===== src/rtl/song_reader_pkg.sv =====
// Shared widths, FSM state codes and ROM word layout for the song reader.
package song_reader_pkg;

    localparam int NOTES_PER_SONG_DEF = 32;
    localparam int NOTE_W_DEF         = 6;
    localparam int DUR_W_DEF          = 6;
    localparam int SONG_W             = 2;

    // ROM word: duration in the low bits, note code directly above it
    localparam int DUR_LSB = 0;

    function automatic int note_lsb(input int dur_w);
        return DUR_LSB + dur_w;
    endfunction

    typedef logic [2:0] state_t;

    localparam state_t ST_IDLE    = 3'd0;
    localparam state_t ST_FETCH   = 3'd1;
    localparam state_t ST_WAIT    = 3'd2;
    localparam state_t ST_ISSUE   = 3'd3;
    localparam state_t ST_PLAYING = 3'd4;
    localparam state_t ST_DONE    = 3'd5;

endpackage


===== src/rtl/song_rom.sv =====
// Song table: synchronous-read memory addressed by {song, idx}, one-cycle read latency.
// The write port loads the table at bring-up; playback only reads it.
module song_rom #(
    parameter int ADDR_W = 7,
    parameter int DATA_W = 12
) (
    input  logic              clk_i,
    input  logic              wr_en_i,
    input  logic [ADDR_W-1:0] wr_addr_i,
    input  logic [DATA_W-1:0] wr_data_i,
    input  logic [ADDR_W-1:0] rd_addr_i,
    output logic [DATA_W-1:0] rd_data_o
);

    localparam int DEPTH = 1 << ADDR_W;

    logic [DATA_W-1:0] mem_q [DEPTH];
    logic [DATA_W-1:0] rd_data_q;

    always_ff @(posedge clk_i) begin
        if (wr_en_i) begin
            mem_q[wr_addr_i] <= wr_data_i;
        end
        rd_data_q <= mem_q[rd_addr_i];
    end

    assign rd_data_o = rd_data_q;

endmodule


===== src/rtl/song_reader.sv =====
// Song reader: walks the selected song's note list and hands notes to the note player.
// Build option SONG_READER_END_MARKER_EN: a zero-duration word ends the song early.
//
// state   | meaning
// IDLE    | paused or stopped; play=1 latches song and starts a fetch
// FETCH   | {cur_song, idx} presented to the song table
// WAIT    | table data valid; capture note/duration
// ISSUE   | new_note pulse to the note player
// PLAYING | waiting for note_done from the note player
// DONE    | song_done pulse, index rewinds to 0
module song_reader
    import song_reader_pkg::*;
#(
    parameter int NOTES_PER_SONG = NOTES_PER_SONG_DEF,
    parameter int NOTE_W         = NOTE_W_DEF,
    parameter int DUR_W          = DUR_W_DEF
) (
    input  logic                                      clk_i,
    input  logic                                      reset_i,
    input  logic                                      play_i,
    input  logic                                      reset_player_i,
    input  logic [SONG_W-1:0]                         song_i,
    input  logic                                      note_done_i,
    input  logic                                      rom_wr_en_i,
    input  logic [SONG_W+$clog2(NOTES_PER_SONG)-1:0]  rom_wr_addr_i,
    input  logic [NOTE_W+DUR_W-1:0]                   rom_wr_data_i,
    output logic [NOTE_W-1:0]                         note_o,
    output logic [DUR_W-1:0]                          duration_o,
    output logic                                      new_note_o,
    output logic                                      song_done_o
);

    localparam int IDX_W    = $clog2(NOTES_PER_SONG);
    localparam int ADDR_W   = SONG_W + IDX_W;
    localparam int WORD_W   = NOTE_W + DUR_W;
    localparam int NOTE_LSB = note_lsb(DUR_W);
    localparam logic [IDX_W-1:0] LAST_IDX = IDX_W'(NOTES_PER_SONG - 1);

    state_t              state_q, state_d;
    logic [IDX_W-1:0]    idx_q, idx_d;
    logic [SONG_W-1:0]   cur_song_q, cur_song_d;
    logic [NOTE_W-1:0]   note_q, note_d;
    logic [DUR_W-1:0]    dur_q, dur_d;

    logic [ADDR_W-1:0]   rom_addr;
    logic [WORD_W-1:0]   rom_data;
    logic [NOTE_W-1:0]   rom_note;
    logic [DUR_W-1:0]    rom_dur;
    logic                restart;
    logic                end_marker;

    assign rom_addr = {cur_song_q, idx_q};
    assign rom_note = rom_data[NOTE_LSB +: NOTE_W];
    assign rom_dur  = rom_data[DUR_LSB +: DUR_W];

    // A song change while active behaves exactly like reset_player
    assign restart = reset_player_i || ((state_q != ST_IDLE) && (song_i != cur_song_q));

`ifdef SONG_READER_END_MARKER_EN
    assign end_marker = (rom_dur == '0);
`else
    assign end_marker = 1'b0;
`endif

    song_rom #(
        .ADDR_W (ADDR_W),
        .DATA_W (WORD_W)
    ) u_rom (
        .clk_i     (clk_i),
        .wr_en_i   (rom_wr_en_i),
        .wr_addr_i (rom_wr_addr_i),
        .wr_data_i (rom_wr_data_i),
        .rd_addr_i (rom_addr),
        .rd_data_o (rom_data)
    );

    always_ff @(posedge clk_i) begin
        if (!reset_i) begin
            state_q    <= ST_IDLE;
            idx_q      <= '0;
            cur_song_q <= '0;
            note_q     <= '0;
            dur_q      <= '0;
        end else begin
            state_q    <= state_d;
            idx_q      <= idx_d;
            cur_song_q <= cur_song_d;
            note_q     <= note_d;
            dur_q      <= dur_d;
        end
    end

    always_comb begin
        state_d    = state_q;
        idx_d      = idx_q;
        cur_song_d = cur_song_q;
        note_d     = note_q;
        dur_d      = dur_q;
        if (restart) begin
            state_d    = ST_IDLE;
            idx_d      = '0;
            cur_song_d = song_i;
        end else begin
            case (state_q)
                ST_IDLE: begin
                    if (play_i) begin
                        cur_song_d = song_i;
                        state_d    = ST_FETCH;
                    end
                end
                ST_FETCH: state_d = ST_WAIT;
                ST_WAIT: begin
                    if (end_marker) begin
                        state_d = ST_DONE;
                    end else begin
                        note_d  = rom_note;
                        dur_d   = rom_dur;
                        state_d = ST_ISSUE;
                    end
                end
                ST_ISSUE: state_d = ST_PLAYING;
                ST_PLAYING: begin
                    if (note_done_i) begin
                        if (idx_q == LAST_IDX) begin
                            state_d = ST_DONE;
                        end else begin
                            // Pausing here parks on the next note so resume picks it up
                            idx_d   = idx_q + 1'b1;
                            state_d = play_i ? ST_FETCH : ST_IDLE;
                        end
                    end
                end
                ST_DONE: begin
                    idx_d   = '0;
                    state_d = ST_IDLE;
                end
                default: state_d = ST_IDLE;
            endcase
        end
    end

    always_comb begin
        new_note_o  = 1'b0;
        song_done_o = 1'b0;
        if (reset_i && !restart) begin
            new_note_o  = (state_q == ST_ISSUE);
            song_done_o = (state_q == ST_DONE);
        end
    end

    assign note_o     = note_q;
    assign duration_o = dur_q;

endmodule


===== config.mk =====
export PLATFORM = sky130hd
export DESIGN_NAME = song_reader
export DESIGN_NICKNAME = d
export VERILOG_FILES = /design/src/rtl/song_reader_pkg.sv /design/src/rtl/song_rom.sv /design/src/rtl/song_reader.sv
export SDC_FILE = /design/constraint.sdc
export NUM_CORES = 1
export LEC_CHECK = 0
export BUFFER_PORTS_ARGS = -buffer_cell sky130_fd_sc_hd__buf_2
export CORE_MARGIN = 2
export CORE_UTILIZATION = 50
export CTS_CLUSTER_DIAMETER = 50
export DETAILED_ROUTE_END_ITERATION = 10
export HOLD_SLACK_MARGIN = 0.15
export PLACE_DENSITY = 0.77
export REMOVE_ABC_BUFFERS = 1
export SLEW_MARGIN = 20
export SYNTH_ARGS = -nofsm -noshare
export SYNTH_HDL_FRONTEND = slang
export SYNTH_HIERARCHICAL = 1
export SYNTH_SLANG_ARGS = --single-unit

===== constraint.sdc =====
create_clock -name clk_i -period 2.6 [get_ports clk_i]
set_input_delay 0.13 -clock clk_i [delete_from_list [all_inputs] [get_ports clk_i]]
set_output_delay 0.13 -clock clk_i [all_outputs]
set_load 0.05 [all_outputs]

Yosys cells after proc, flatten, opt, wreduce, memory -nomap -nowiden. Memory sizes are Yosys's and may differ from the RTL's. A register that Yosys moved wholly into a read port is not among the register bits. Cells that the tools add are included.

Register bits after elaboration: 22. Memory bits (writable): 1536. Input port bits: 27. Output and inout port bits: 14. Logic and storage cells: 48. Memories kept: 1.

Memory list: u_rom.mem_q (depth 128, width 12, read ports 1, clocked after memory_dff 1, write ports 1, RTL line song_rom.sv:17) `logic [DATA_W-1:0] mem_q [DEPTH];`.

Add/subtract/negate cells: 1. Equality and inequality tests: 10. Mux-type cells: 15. Bitwise gates (word level): 2. Reductions and logical operators: 14.

Operators with widths (number): $pmux W3 S5 (1); $mux W5 (2); $pmux W5 S2 (1); $mux W3 (3); $eq A3 B2 Y1 const B (2); $eq A3 B3 Y1 const B (2); $mux W2 (3); $ne A2 B2 Y1 const B (3); $reduce_and A2 Y1 (3); $reduce_bool A2 Y1 (3); $add A5 B1 Y5 const B (1); $eq A5 B5 Y1 const B (1); $mux W1 (5); $eq A3 B1 Y1 const B (1); $logic_not A3 Y1 (1); $reduce_and A3 Y1 (1); $reduce_bool A3 Y1 (1); $logic_and A1 B1 Y1 (2); $ne A2 B2 Y1 (1); $not A1 Y1 (2); $reduce_or A2 Y1 (1); $logic_not A1 Y1 (1); $logic_or A1 B1 Y1 (1).

Longest topological paths before layout.
Word-level depth: 6. Depth in mapped cells: 7. Depth with buffers taken out: 7.

Cells and area by module. Netlist, hierarchy kept.

Modules (own cells, without submodules): song_rom (times used 1, cells each 2362, area an instance 59128.0 um^2, sequential area each 46364.5 um^2); song_reader (times used 1, cells each 120, area an instance 1012.2 um^2, sequential area each 440.4 um^2).

Worst setup path before layout. OpenSTA, ideal clock, no wires.

Kind: register -> register. Start: register idx_q[0]. End: register u_rom.rd_data_q[10], in the netlist u_rom/rd_data_o[10] (read register of u_rom.mem_q). Setup time: 121 ps. Data arrival time: 2780 ps. Data required time: 2479 ps. Slack: -301 ps. Cell stages (with the launch flop): 7. Path buffers: 2. Period minus slack after synthesis: 2901 ps. Cell sequence: dfxtp_1 buf_2 clkbuf_1 mux4_2 mux4_2 mux4_2 mux2_2.

RTL lines: from (decl) (RTL line song_reader.sv:40) `logic [IDX_W-1:0] idx_q, idx_d;`; from (signal assigned) (RTL line song_reader.sv:86) `idx_q <= idx_d;`; to (decl) (RTL line song_rom.sv:18) `logic [DATA_W-1:0] rd_data_q;`.

==> metrics.yaml <==
power_and_ir_drop:
  p_sw_mw: 10.2
  finalPower_mw: 51.5
  worst_ir_drop_vdd_uv: 671
  power.density_nw_per_um2: 732
  combPwrFrac: 0.017
  pwr-share-seq: 0.542
  p_leak_nw: 21.5
  p_clk_frac: 0.440
  p_sw_frac: 0.199
  intPower_mw: 41.2
placement:
  portBuffers: 40
  dp_worst_setup_slack_ns: -0.488
  hpwl_mm: 87.9
  gp_congestion: 0.852
routing:
  drc: 0
  viasPerCell: 6.40
  drt_wl_total_mm: 151
  routedWlPerCell_um: 32.8
  vias: 29388
  firstDrtPassIters: 6
  initialDrtViolationCount: 4732
  ant_nets: 0
sta:
  max-slew-margin-rel: 0.455
  period_share: 1.17
  whs_ns: 0.265
  rsz0062_at_grt: "true"
  max_slew.worst_pin.slew_ns: 0.817
  finClkSkew_ns: 0.0310
  setup_viol: 12
  hold_viol: 0
  fin_crit_ns: 3.05
  finalWorstSetupSlack_ns: -0.450
  slew_viol_final: 0
  timing.fmax_mhz: 328
setup_path:
  worstPathRequired_ns: 3.25
  cp-end-kind: "register"
  worstPathMaxFanout: 15
  arrival_ns: 3.70
  path_class: "reg2reg"
  crit_path_start_kind: "register"
layout:
  drive_gt1_frac: 0.362
  final_nets: 2879
  seqCellArea_um2: 46800
  multi_input_area_um2: 12800
  area_delta_synth_final_pct: 16.8
  num-fill-cells: 7824
cts:
  root_buffer: "clkbuf_16"
  htree_levels: 4
  tritoncts: "built"
  clock_latency_ns: 0.77
  path_clk_slew_ns: 0.06
  clock-sinks: 1570
  cts_buffers: 153
  cts_buffer_depth: 3
die:
  rows: 127
  core_um2: 120000
  die_area_um2: 123000
  die_height_um: 351
  start_util: 0.503
  die_w_um: 351
  ioPinCount: 41
grt:
  grt_first_pass_wirelength_mm: 216
  grt_antenna_before_repair: 13
  grt_max_degree: 129
  grt.overflow.total: 0
  grt_pass1_vias: 29551
  grtUsageTotal: 0.249
run_status:
  status: "finished with violations"
  violations: "negative setup slack"
yosys:
  syn_avg_cell_area_um2: 24.2
  syn_inst: 2482
  ys_top_cells_by_area: "edfxtp_1 (77%), mux4_2 (19%), dfxtp_1 (1.1%)"
  ys_seq_elements: 1570
  synth_top_area_share: 0.767
  synth_area_um2: 60100
  ys_types: 36
  synth_top_area_cell: "edfxtp_1"
  yosysWarnings: 6
  yosysSeqAreaShare: 0.778
flow_run:
  maxCapViolations: 0
worst_hold_path:
  hold_class: "in2reg"
synth_stat cells, drive strengths merged:
library cell,n
a2111oi,1
a211oi,1
a21boi,2
a21oi,3
a22o,1
a22oi,2
a31oi,2
and3,1
and4bb,1
buf,64
clkbuf,72
dfxtp,34
edfxtp,1536
ha,2
inv,1
mux2,13
mux4,504
nand2,32
nand2b,5
nand3,30
nand3b,1
nand4,5
nor2,128
nor2b,8
nor3,13
o21ai,13
or3,2
or3b,1
or4,1
xnor2,3
critical path, cell delays in order (launching register included):
cell     delay [ns]
dfxtp_4        0.38
buf_12         0.15
buf_16         0.20
buf_12         0.18
mux4_2         0.58
mux4_2         0.61
mux4_2         0.50
mux2_4         0.28
cell families after synthesis:
| family | Yosys count | synth area share |
|---|---|---|
| buffers and inverters | 137 | 0.0105 |
| multiplexers | 517 | 0.191 |
| AND/OR/NAND/NOR | 228 | 0.0166 |
| XOR/XNOR | 3 | 0.000437 |
| AO/OA/AOI/OAI | 25 | 0.00256 |
| adder cells (fa/ha/maj) | 2 | 0.000416 |
| flip-flops | 1570 | 0.778 |
layout by cell type, fill, tap and decap left out, types with 4 or more instances in the layout:
| cell type | count |
|---|---|
| buf_12 | 47 |
| buf_16 | 11 |
| buf_2 | 27 |
| buf_4 | 221 |
| buf_6 | 6 |
| bufinv_16 | 19 |
| clkbuf_1 | 28 |
| clkbuf_16 | 158 |
| clkbuf_8 | 5 |
| clkinv_1 | 29 |
| clkinv_2 | 20 |
| clkinvlp_4 | 5 |
| dfxtp_1 | 29 |
| dfxtp_4 | 4 |
| dlygate4sd3_1 | 32 |
| edfxtp_1 | 1536 |
| inv_16 | 6 |
| inv_6 | 8 |
| mux2_2 | 8 |
| mux2_4 | 5 |
| mux4_2 | 504 |
| nand2_1 | 32 |
| nand2b_1 | 4 |
| nand3_1 | 30 |
| nand4_1 | 5 |
| nor2_1 | 128 |
| nor2b_1 | 8 |
| nor3_1 | 4 |
| nor3_2 | 9 |
| o21ai_1 | 11 |
power groups by stage:
stage,sequential [mW],combinational [mW],clock (mW)
6_report,27.9,0.889,22.7
3_5_place_dp,28.5,0.822,0
5_1_grt,27.9,0.935,23.8
3_3_place_gp,28.4,0.766,0
2_1_floorplan,28.4,0.153,0
4_1_cts,27.9,0.876,22.9
flip-flops by register name, summed over array words and instances (netlist names):
register / flops
cur_song_q: 2
idx_q: 5
state_q: 3
u_rom/mem_q: 1536
u_rom/rd_data_o: 12
note_o: 6
duration_o: 6
through the flow:
stage          instances  area [µm²]  setup TNS, ns  utilization
6_report            4591       70300          -4.92        0.587
5_1_grt             4590       70300          -5.18        0.587
4_1_cts             4575       70100          -4.59        0.586
3_5_place_dp        4254       64400          -4.97        0.538
3_3_place_gp        4254       64400          -4.82        0.538
2_1_floorplan       2346       59500        -284.26            -
repair_timing:
item | 4_1_cts | 5_1_grt
endpoints found under the setup margin | 14 | 13
gates cloned | 3 | 2
setup buffers | 5 | 11
resized for setup | 17 | 14
hold buffers | 32 | 0
hold endpoints to repair | 978 | 0
area by class of cell:
| class | count | area share |
|---|---|---|
| inverter | 1 | 0.0000534 |
| tap | 1612 | 0.0287 |
| multi-input combinational | 775 | 0.182 |
| antenna | 3 | 0.000107 |
| sequential | 1570 | 0.666 |
| clock buffer | 189 | 0.0580 |
| timing repair buffer | 349 | 0.0501 |
| clock inverter | 92 | 0.0151 |
final timing paths:
path	endpoint	startpoint	slack, ns	cells after the start
worst max-delay path	u_rom/rd_data_o[0]$_DFF_P_	idx_q[0]$_SDFFE_PP0P_	-0.45	7
worst min-delay path	cur_song_q[1]$_SDFFE_PN0P_	play_i	0.26	5
worst max register to register	u_rom/rd_data_o[0]$_DFF_P_	idx_q[0]$_SDFFE_PP0P_	-0.45	7
worst min register to register	note_o[2]$_SDFFE_PN0P_	u_rom/rd_data_o[8]$_DFF_P_	0.44	2
per-layer routing:
layer  GRT usage  vias up  routed length, µm
met4       0.103       16               6570
met1       0.333    15587              53100
met3      0.0499      303              16000
met2       0.405     2054              74800
met5           0        -                112
li1            -    11428                  -
Power figures use the tool's default switching activity.
